--- src/rtl/sdram_uart_rx_writer.sv ---
// sdram_uart_rx_writer: 8N1 UART receiver that pairs bytes (high first) into 16-bit words
// and writes them to sdram_basemod at consecutive addresses through the iCall/oDone handshake.
module sdram_uart_rx_writer #(
  parameter int BAUD_DIV = 1157,
  parameter int HALF_DIV = 578,
  parameter int MAX_ADDR = 511
) (
  input  logic        CLOCK1,
  input  logic        RESET,
  input  logic        RXD,
  output logic [1:0]  oCall,
  input  logic [1:0]  iDone,
  output logic [23:0] oAddr,
  output logic [15:0] oData,
  output logic        oFinish,
  output logic        oFrameErr,
  output logic        oOverrun
);
  localparam int CW = $clog2(BAUD_DIV);
  localparam logic [CW-1:0] BAUD_LAST = CW'(BAUD_DIV - 1);
  localparam logic [CW-1:0] HALF_LAST = CW'(HALF_DIV - 1);
  localparam logic [23:0] ADDR_LAST = 24'(MAX_ADDR);
  typedef enum logic [1:0] {IDLE, START, DATA, STOP} state_t;
  state_t state_q;
  logic [1:0] sync_q;
  logic [CW-1:0] cnt_q;
  logic [2:0] bit_q;
  logic [7:0] shift_q, hi_q;
  logic [23:0] addr_q;
  logic [15:0] data_q;
  logic pair_q, call_q, inc_q, finish_q, frame_err_q, overrun_q;
  logic rxd, tick, byte_ok, word_ok;
  logic unused_done;
  assign unused_done = iDone[0];
  // Bytes arriving in the cycle the last address is retired are ignored like post-finish bytes.
  always_comb begin
    rxd = sync_q[1];
    tick = cnt_q == (state_q == START ? HALF_LAST : BAUD_LAST);
    byte_ok = state_q == STOP && tick && rxd && !finish_q && !(inc_q && addr_q == ADDR_LAST);
    word_ok = byte_ok && pair_q;
  end
  always_ff @(posedge CLOCK1 or negedge RESET) begin
    if (!RESET) begin
      sync_q <= 2'b11;
      state_q <= IDLE;
      cnt_q <= '0;
      bit_q <= '0;
      shift_q <= '0;
      hi_q <= '0;
      addr_q <= '0;
      data_q <= '0;
      pair_q <= 1'b0;
      call_q <= 1'b0;
      inc_q <= 1'b0;
      finish_q <= 1'b0;
      frame_err_q <= 1'b0;
      overrun_q <= 1'b0;
    end else begin
      sync_q <= {sync_q[0], RXD};
      frame_err_q <= 1'b0;
      cnt_q <= tick ? '0 : cnt_q + 1'b1;
      case (state_q)
        IDLE: if (!rxd) begin
          cnt_q <= '0;
          bit_q <= '0;
          state_q <= START;
        end
        START: if (tick) state_q <= rxd ? IDLE : DATA;
        DATA: if (tick) begin
          shift_q <= {rxd, shift_q[7:1]};
          bit_q <= bit_q + 1'b1;
          if (bit_q == 3'd7) state_q <= STOP;
        end
        STOP: if (tick) begin
          state_q <= IDLE;
          if (!rxd) begin
            frame_err_q <= 1'b1;
            pair_q <= 1'b0;
          end
        end
        default: state_q <= IDLE;
      endcase
      if (byte_ok) begin
        pair_q <= !pair_q;
        if (!pair_q) hi_q <= shift_q;
      end
      if (word_ok && call_q) overrun_q <= 1'b1;
      if (word_ok && !call_q) begin
        data_q <= {hi_q, shift_q};
        call_q <= 1'b1;
      end else if (call_q && iDone[1]) begin
        call_q <= 1'b0;
        inc_q <= 1'b1;
      end
      if (inc_q) begin
        inc_q <= 1'b0;
        if (addr_q == ADDR_LAST) finish_q <= 1'b1;
        else addr_q <= addr_q + 1'b1;
      end
    end
  end
  assign oCall = {call_q, 1'b0};
  assign oAddr = addr_q;
  assign oData = data_q;
  assign oFinish = finish_q;
  assign oFrameErr = frame_err_q;
  assign oOverrun = overrun_q;
endmodule

--- config.mk ---
export PLATFORM = sky130hd
export DESIGN_NAME = sdram_uart_rx_writer
export DESIGN_NICKNAME = d
export VERILOG_FILES = /design/src/rtl/sdram_uart_rx_writer.sv
export SDC_FILE = /design/constraint.sdc
export NUM_CORES = 1
export LEC_CHECK = 0
export ABC_CLOCK_PERIOD_IN_PS = 7610
export CAP_MARGIN = 30
export CORE_UTILIZATION = 45
export CTS_CLUSTER_DIAMETER = 60
export DETAILED_ROUTE_END_ITERATION = 10
export PLACE_DENSITY = 0.75
export SYNTH_ARGS = -nofsm -noshare
export SYNTH_HDL_FRONTEND = slang
export SYNTH_SLANG_ARGS = --single-unit
--- constraint.sdc ---
create_clock -name CLOCK1 -period 7.61 [get_ports CLOCK1]
set_clock_uncertainty 0.2 [all_clocks]
set_input_delay 1.1415 -clock CLOCK1 [delete_from_list [all_inputs] [get_ports CLOCK1]]
set_output_delay 1.1415 -clock CLOCK1 [all_outputs]
set_load 0.01 [all_outputs]
# Word-level counts from Yosys, hierarchy flattened
# Cells that the tools add are included.
# totals
reg_bits	80
input_bits	5
out_inout_bits	45
word_cells	82
# op_classes
addsub	3
eq_ne	12
muxes	26
bitwise_logic	2
reduce_logical	25
# ops
operator	count
2-to-1 mux 11 bit	4
adder 24 x 1 -> 24 bit (second input constant)	1
== test 24 x 9 -> 1 bit (second input constant)	1
2-to-1 mux 1 bit	12
2-to-1 mux 2 bit	6
adder 11 x 1 -> 11 bit (second input constant)	1
== test 11 bit	1
inequality test 2 bit (second input constant)	5
logical AND 1 bit	9
case mux 2 bit (4 select lines)	1
AND reduction 2 bit	4
nonzero test 2 bit	4
2-to-1 mux 3 bit	2
case mux 3 bit (2 select lines)	1
AND reduction 3 bit	2
AND reduction 5 bit	1
== test 2 bit (second input constant)	2
logical NOT 1 bit	4
adder 3 x 1 -> 3 bit (second input constant)	1
== test 3 bit (second input constant)	1
== test 2 x 1 -> 1 bit (second input constant)	1
logical NOT 2 bit	1
inequality test 2 x 1 -> 1 bit (second input constant)	1
NOT 1 bit	2

# Logic depth before layout (Yosys ltp)
# Gate-level depths: netlist of the first run.
# depth
depth_word	11
mapped_depth	8
mapped_depth_nobuf	6

# Least setup slack after synthesis of the first run
# No wires, ideal clock.
# synth_timing
path_type	register to register
startpoint	reg addr_q[0], in the netlist oAddr[0]
endpoint	reg data_q[10], in the netlist oData[10]
setup_ps	125
t_arrival_ps	2355
required_time_ps	7285
slack_ps	4930
path_stages_with_launch	9
path_buffers	3
period_less_slack_ps	2680
cell_sequence	dfrtp_1 > ha_1 > and3_1 > clkbuf_1 > a41o_1 > buf_2 > nor4b_4 > buf_8 > mux2_4
# synth_via
elab_chain_cells	6
# synth_rtl
element	line_no	rtl
from (decl)	29	logic [23:0] addr_q;
from (signal assigned)	98	else addr_q <= addr_q + 1'b1;
== test 24 x 9 -> 1 bit	39	byte_ok = state_q == STOP && tick && rxd && !finish_q && !(inc_q && addr_q == ADDR_LAST);
logical AND 1 bit	39	
logical NOT 1 bit	39	
logical AND 1 bit	39	
logical AND 1 bit	40	word_ok = byte_ok && pair_q;
logical AND 1 bit	88	if (word_ok && !call_q) begin
to (signal assigned)	89	data_q <= {hi_q, shift_q};
to (decl)	30	logic [15:0] data_q;
# Every way passes these cells.
# A chain may end at the register's enable or synchronous reset.

# Final worst setup path of the first run
# layout_timing
startpoint	reg addr_q[9], in the netlist oAddr[9]
endpoint	out oAddr[9]
# layout_lines
element	line_no	rtl
to (decl)	13	output logic [23:0] oAddr,
# No word-level cell between the ends.

==> results.toml, run 1 <==
[clock_tree]
cts_buffer_depth = 2
cts_sinks = 80
cts-root-buf = "clkbuf_8"
clk_pin_slew_worst_paths_ns = 0.08
hold_buffers = 0
cts_setup_buffers = 0
clock_latency_ns = 0.34
cts_resized = 0
cts_buffers = 9
tritoncts = "yes"
h-tree-depth = 3

[layout]
layout_common_cells = "dfrtp_1 (78), clkdlybuf4s50_1 (46), mux2_2 (27)"
final.fill_count = 615
mostFrequentLayoutCell = "dfrtp_1"
layout-drive-gt1-share_pct = 20.3
instances_no_fill = 424
area_growth_pct = 22.2
antennaDiodeCount = 0
finalCoreUtilization_pct = 57.5
layout.nets = 330

[synth]
synth.distinct_cells = 44
synth_area_um2 = 3470
async_reset_ff_share_pct = 100
synth_edf_count = 0
yosys_warnings = 0
ys_seq_elements = 80
syn_nets = 277
synth.area.top_cells = "dfrtp_1 (56%), mux2_2 (8.8%), xnor2_1 (5.8%), mux2_4 (3.9%), nand3_1 (2.5%)"
yosysTopAreaCell = "dfrtp_1"
ys_seq_area_share_pct = 57.8
ys.flop_type = "dfrtp_1"
synth_top_area_share_pct = 56.3
synthCells = 268
syn_avg_cell_area_um2 = 12.9

[setup_path]
cp_num_buf_inv = 1
cp-end-kind = "output port"
required_ns = 6.27
worstPathMaxFanout = 7
critPathArrivalTime_ns = 1.39
critical-path-top-delay-family = "buffers and inverters"
critical_path.max_stage_delay_ns = 0.58
crit_type = "flop to output port"
worst_setup_path_start_kind = "flop"
crit_path_top_delay_cell = "clkdlybuf4s50_1"
crit_chain = "clkdlybuf4s50_1"

[detailed_routing]
wl_per_cell_um = 13.9
via_count = 2194
drc = 0
ant_nets = 0
drt_pre_antenna_iters = 5
drt-total-wl_um = 5890
via_per_inst = 5.17
drtIter0Drc = 89

[floorplan]
io_pins = 50
initial_core_util_pct = 47.1
std_cell_rows = 31
dieArea_um2 = 8060
core_um2 = 7370
fp.dieH_um = 89.8
dieWidth_um = 89.8

[worst_hold_path]
hold_class = "flop to flop"

[timing]
worst_slew_pin_slew_ns = 0.693
setup_ws_ns = 4.87
finalSetupViolCount = 0
setup_tns_ns = 0
finalMaxSlewViolations = 0
timing.fmax_mhz = 366
relSlewSlack_pct = 53.5
period_share_pct = 35.9
hold_viol = 0
fin_crit_ns = 2.74
rsz0062_at_grt = "false"

[placement]
dp_cells = 408
port_buffers = 47
gp_congestion = 0.805
hpwl_um = 4090
post-place-ws_ns = 4.99

[global_route]
antenna_found_initial = 0
grt_max_degree = 81
grtUsageTotal_pct = 16.1
grt-ovfl-total = 0
grt_pass1_wl_um = 10300
first_global_vias = 2133

[run_status]
status = "finished clean"

[flow_run]
drv_cap = 0

[pwr]
p_leak_nw = 1.98
peakVddDrop_uv = 99.3
p_per_area_nw_per_um2 = 173
[per-layer routing]
layer / routed length (um) / global-route usage [%] / vias up
met5: 0 / 0 / -
met4: 116 / 7.79 / 0
met3: 159 / 2.79 / 10
met2: 2940 / 25.8 / 43
met1: 2670 / 21.3 / 1088
li1: - / - / 1053
[registers in the layout, summed over array words and instances, names as in the netlist, named ones only]
name	count
oAddr	24
hi_q	8
oOverrun	1
state_q	1
bit_q	3
oData	16
pair_q	1
oFrameErr	1
shift_q	8
inc_q	1
cnt_q	11
call_q	1
sync_q	2
oFinish	1
[kinds of logic (layout without fill, tap and decap cells)]
family / Yosys count / in the layout / share of synthesized area [%]
xor gates and xnor gates: 32 / 32 / 8.08
DFF: 80 / 80 / 57.8
and+or+nand+nor: 93 / 93 / 15.7
adders and majority gates: 4 / 4 / 1.44
buffers and inverters: 13 / 70 / 1.98
other: 1 / 1 / 0.108
AOI/OAI and AO/OA: 8 / 8 / 1.98
muxes: 37 / 37 / 13.0
[through the flow]
step / instance area, um2 / hold slack [ns] / power [mW]
detailed placement: 4030 / 0.148 / 0.445
finish: 4240 / 0.157 / 0.734
CTS: 4210 / 0.159 / 0.742
floorplan: 3470 / 0.145 / 0.436
global placement: 4020 / 0.147 / 0.445
global route: 4240 / 0.167 / 0.761
[cell type report]
type | instances | area, um2 | area share [%]
clock buffer | 10 | 128 | 3.01
sequential | 80 | 2000 | 47.3
clock inverter | 5 | 58.8 | 1.39
inverter | 5 | 18.8 | 0.443
timing repair buffer | 50 | 510 | 12.0
multi-input combinational | 175 | 1400 | 32.9
tap | 99 | 124 | 2.92
[worst paths after layout]
check / cells after the start / from / slack [ns] / endpoint
setup / recovery: 1 / oAddr[9] / 4.87 / oAddr[9]
hold / removal: 0 / sync_q[0] / 0.16 / sync_q[1]
setup reg to reg: 5 / oAddr[0] / 4.99 / hi_q[2]
hold reg to reg: 0 / sync_q[0] / 0.16 / sync_q[1]
max in group asynchronous: 2 / RESET / 6.19 / sync_q[0]
min in group asynchronous: 1 / RESET / 0.41 / oAddr[7]
[cell usage after synthesis (2+ instances only)]
cell and count:
xor2_1 9, inv_1 5, and2_1 3, nand3_1 17
dfstp_2 2, buf_4 2, xnor2_1 23, clkbuf_1 4
nor3_1 6, nand4_1 8, nor4_1 4, dfrtp_1 78
mux2_4 9, and4_1 3, and3_1 10, ha_1 4
nand2b_1 2, nand2_1 12, nor2_1 15, nor2b_1 2
mux2_2 27
[power by group]
part / internal, mW / switching, mW
Combinational: 0.00291 / 0.00854
Clock: 0.150 / 0.147
Sequential: 0.426 / 0.000722
Note: power is estimated with default switching activity, not from simulation.
==> run 2, diff against run 1 <==
--- a/config.mk
+++ b/config.mk
@@ -5,7 +5,7 @@
 export SDC_FILE = /design/constraint.sdc
 export NUM_CORES = 1
 export LEC_CHECK = 0
-export ABC_CLOCK_PERIOD_IN_PS = 7610
+export ABC_CLOCK_PERIOD_IN_PS = 2600
 export CAP_MARGIN = 30
 export CORE_UTILIZATION = 45
 export CTS_CLUSTER_DIAMETER = 60
==> constraint.sdc (replaced) <==
create_clock -name CLOCK1 -period 2.6 [get_ports CLOCK1]
set_clock_uncertainty 0.2 [all_clocks]
set_input_delay 0.39 -clock CLOCK1 [delete_from_list [all_inputs] [get_ports CLOCK1]]
set_output_delay 0.39 -clock CLOCK1 [all_outputs]
set_load 0.01 [all_outputs]
==> results.toml, run 2 (synthesis gave the netlist of run 1 again) <==
[global_route]
grtUsageTotal_pct = 16.8
grt_max_degree = 81
first_global_vias = 2209
antenna_found_initial = 0
grt-ovfl-total = 0
grt_pass1_wl_um = 10700

[detailed_routing]
via_per_inst = 5.10
drt-total-wl_um = 6050
drt_pre_antenna_iters = 4
via_count = 2199
wl_per_cell_um = 14.0
drc = 0
ant_nets = 0
drtIter0Drc = 58

[timing]
finalSetupViolCount = 0
worst_slew_pin_slew_ns = 0.586
finalMaxSlewViolations = 0
whs_ns = 0.168
fin_crit_ns = 2.47
timing.fmax_mhz = 405
setup_tns_ns = 0
hold_viol = 0
relSlewSlack_pct = 60.6
period_share_pct = 94.9
rsz0062_at_grt = "false"

[clock_tree]
tritoncts = "yes"
cts_buffers = 9
clock_latency_ns = 0.35
cts_setup_buffers = 0
h-tree-depth = 3
cts-root-buf = "clkbuf_8"
clk_pin_slew_worst_paths_ns = 0.09
cts_sinks = 80
cts_buffer_depth = 2

[setup_path]
r2r-end = "oData[5]"
ff2ff_path_depth = 6
worst_setup_path_start_kind = "flop"
critPathArrivalTime_ns = 2.51
required_ns = 2.64
rr_startpoint = "cnt_q[5]"
worstPathMaxFanout = 17
cp-end-kind = "flop"
crit_type = "flop to flop"
r2r_slack_ns = 0.13

[layout]
antennaDiodeCount = 0
finalCoreUtilization_pct = 58.5
layout-drive-gt1-share_pct = 22.6
mostFrequentLayoutCell = "dfrtp_1"
layout.nets = 336
final.fill_count = 585
largest_reg_flops = 24
finalInstanceArea_um2 = 4310
layout_common_cells = "dfrtp_1 (77), clkdlybuf4s50_1 (46), mux2_2 (27)"
area_growth_pct = 24.3

[floorplan]
std_cell_rows = 31
fp.dieH_um = 89.8
dieWidth_um = 89.8
core_um2 = 7370
io_pins = 50
initial_core_util_pct = 47.1
dieArea_um2 = 8060

[pwr]
p_leak_nw = 2.00
peakVddDrop_uv = 268
p_per_area_nw_per_um2 = 496
power_mw = 2.14

[placement]
port_buffers = 47
place_area_um2 = 4080
hpwl_um = 4050
gp_congestion = 0.816

[worst_hold_path]
hold_class = "input pin to asynchronous set/reset pin"

[flow_run]
drv_cap = 0

[run_status]
status = "finished clean"
## run 2: critical path: stages (launching register included)
cell and delay, ns:
dfrtp_1 0.41, or4_4 0.56, nor2_4 0.12, o2111ai_2 0.19
nor4b_4 0.30, buf_12 0.21, mux2_2 0.36
## run 2: power breakdown
| part | total (mW) | switching (mW) | internal [mW] |
|---|---|---|---|
| combinational | 0.0346 | 0.0251 | 0.00948 |
| sequential | 1.25 | 0.00226 | 1.25 |
| clock | 0.855 | 0.473 | 0.383 |
## run 2: per-layer routing
metal  routed length, um  GRT usage (%)  vias to the layer above
li1                    -              -                     1061
met1                2840           22.7                     1089
met2                2910           26.0                       42
met3                 208           4.15                        7
met4                  85           6.97                        0
met5                   0              0                        -
## run 2: final cells by class
type	count	area (um2)	share of cell area, %
clock inverter	6	50.0	1.16
sequential	80	2010	46.5
timing repair buffer	56	571	13.2
clock buffer	10	138	3.19
multi-input combinational	175	1400	32.6
tap	99	124	2.87
inverter	5	18.8	0.435
## run 2: metrics by stage
step,setup slack (ns),instances
final,0.132,431
after global routing,0.000520,431
after CTS,0.0446,429
after detailed placement,0.0211,413
after global placement,0.0792,413
after floorplan,0.0306,268
## run 2: worst max-delay path by stage
stage,from,endpoint
after detailed placement,cnt_q[5],hi_q[3]
after CTS,cnt_q[5],hi_q[7]
after global routing,cnt_q[2],oData[5]
after global placement,cnt_q[5],hi_q[1]
final,cnt_q[5],oData[5]
after floorplan,oAddr[0],oData[10]
## run 2: repair_timing
action / in CTS / in global routing
hold buffers: 0 / 1
gates resized for setup: 0 / 1
endpoints found under the hold margin: 0 / 78
endpoints found under the setup margin: 0 / 8
==> run 3, diff against run 2 <==
--- a/config.mk
+++ b/config.mk
@@ -10,7 +10,9 @@
 export CORE_UTILIZATION = 45
 export CTS_CLUSTER_DIAMETER = 60
 export DETAILED_ROUTE_END_ITERATION = 10
-export PLACE_DENSITY = 0.75
+export DONT_BUFFER_PORTS = 1
+export MAX_ROUTING_LAYER = met4
+export PLACE_DENSITY = 0.67
 export SYNTH_ARGS = -nofsm -noshare
 export SYNTH_HDL_FRONTEND = slang
 export SYNTH_SLANG_ARGS = --single-unit
==> results.toml, run 3 (synthesis gave the netlist of run 1 again) <==
[layout]
instances_no_fill = 402
layout-drive-gt1-share_pct = 29.7
final.fill_count = 628
multiInputGateArea_um2 = 1400
layout_common_cells = "dfrtp_1 (77), mux2_2 (27), xnor2_1 (23)"
antennaDiodeCount = 0
area_growth_pct = 16.1
seq_area_um2 = 2010
layout.nets = 307
mostFrequentLayoutCell = "dfrtp_1"
finalInstanceArea_um2 = 4030
largest_reg_flops = 24

[pwr]
p_per_area_nw_per_um2 = 578
peakVddDrop_uv = 336
seqPwrFrac_pct = 53.6
internal-power_mw = 1.81
clkPwrFrac_pct = 45.0
p_comb_share_pct = 1.4
swShare_pct = 22.1
p_switching_uw = 514
p_leak_nw = 1.96

[run_status]
status = "finished clean"

[timing]
timing.fmax_mhz = 406
rsz0062_at_grt = "false"
hold_viol = 0
relSlewSlack_pct = 66.8
fin_crit_ns = 2.46
worst_slew_pin_slew_ns = 0.495
finalMaxSlewViolations = 0
setup_ws_ns = 0.139
setup_tns_ns = 0
finalSetupViolCount = 0
period_share_pct = 94.7

[global_route]
grt_pass1_wl_um = 10400
antenna_found_initial = 0
first_global_vias = 2090
grt-ovfl-total = 0
grtUsageTotal_pct = 16.9
grt_max_degree = 81

[detailed_routing]
wl_per_cell_um = 14.7
drt-total-wl_um = 5910
drc = 0
drt_pre_antenna_iters = 4
via_per_inst = 5.22
drtIter0Drc = 85
via_count = 2098
ant_nets = 0

[clock_tree]
cts_sinks = 80
cts_setup_buffers = 0
clk_pin_slew_worst_paths_ns = 0.08
cts_buffer_depth = 2
clock_latency_ns = 0.35
h-tree-depth = 3
cts_buffers = 9
tritoncts = "yes"
cts-root-buf = "clkbuf_8"

[floorplan]
dieArea_um2 = 8060
initial_core_util_pct = 47.1
core_um2 = 7370
dieWidth_um = 89.8
fp.dieH_um = 89.8
std_cell_rows = 31
io_pins = 50

[placement]
gp_congestion = 0.797
dp_cells = 382
post-place-ws_ns = 0.0290
place_area_um2 = 3730
hpwl_um = 4000
port_buffers = 0

[setup_path]
worstPathMaxFanout = 17
required_ns = 2.64
worst_setup_path_start_kind = "flop"
critPathArrivalTime_ns = 2.50
crit_type = "flop to flop"
cp-end-kind = "flop"

[flow_run]
drv_cap = 0

[worst_hold_path]
hold_class = "flop to flop"
[run 3: cell types whose count changed in the layout (fill, tap and decap cells not counted), sizes merged]
cell,before,now
clkbuf,10,9
clkinv,2,0
inv,7,9
clkdlybuf4s50,46,0
buf,9,24
dlygate4sd3,1,3
clkinvlp,2,1
bufinv,0,2
[run 3: per-layer routing]
metal | up-vias | routed length, um | track usage, %
li1 | 1012 | - | -
met2 | 52 | 2810 | 25.6
met3 | 6 | 397 | 6.26
met1 | 1028 | 2620 | 20.6
met5 | - | 0 | -
met4 | 0 | 80 | 6.15
[run 3: critical path: stages (launching register included)]
cell,delay [ns]
dfrtp_1,0.42
or4_4,0.55
nor2_4,0.12
o2111ai_2,0.21
nor4b_4,0.31
buf_12,0.21
mux2_2,0.34
[run 3: repair_timing]
action | in CTS | in global routing
endpoints found under the setup margin | 0 | 8
hold buffers | 4 | 0
endpoints found under the hold margin | 83 | 0
gates resized for setup | 0 | 1
[run 3: area by class of cell]
cell class	instances	share of cell area [%]
tap	99	3.08
clock buffer	9	3.08
clock inverter	7	2.67
multi-input combinational	175	34.9
sequential	80	49.8
timing repair buffer	27	6.03
inverter	5	0.466
[run 3: final timing paths]
kind	start	to	slack [ns]	depth (start not counted)
min in group asynchronous	RESET	hi_q[0]	0.43	2
worst max-delay path	cnt_q[3]	oData[4]	0.14	6
max in group asynchronous	RESET	sync_q[0]	1.45	2
worst max register to register	cnt_q[3]	oData[4]	0.14	6
worst min register to register	sync_q[0]	sync_q[1]	0.16	0
worst min-delay path	sync_q[0]	sync_q[1]	0.16	0
[run 3: power by group through the flow]
stage	logic [mW]	registers, mW	clock network [mW]
2_1_floorplan	0.00275	1.27	0
4_1_cts	0.0354	1.25	1.08
6_report	0.0331	1.25	1.05
5_1_grt	0.0393	1.25	1.13
3_5_place_dp	0.00173	1.27	0
3_3_place_gp	0.00169	1.27	0
[run 3: metrics by stage]
| step | utilization [%] | total power [mW] | hold slack (ns) |
|---|---|---|---|
| after global placement | 50.6 | 1.27 | -0.104 |
| after floorplan | - | 1.28 | -0.106 |
| after CTS | 54.6 | 2.37 | 0.162 |
| final | 54.6 | 2.33 | 0.161 |
| after global routing | 54.6 | 2.42 | 0.165 |
| after detailed placement | 50.6 | 1.27 | -0.104 |
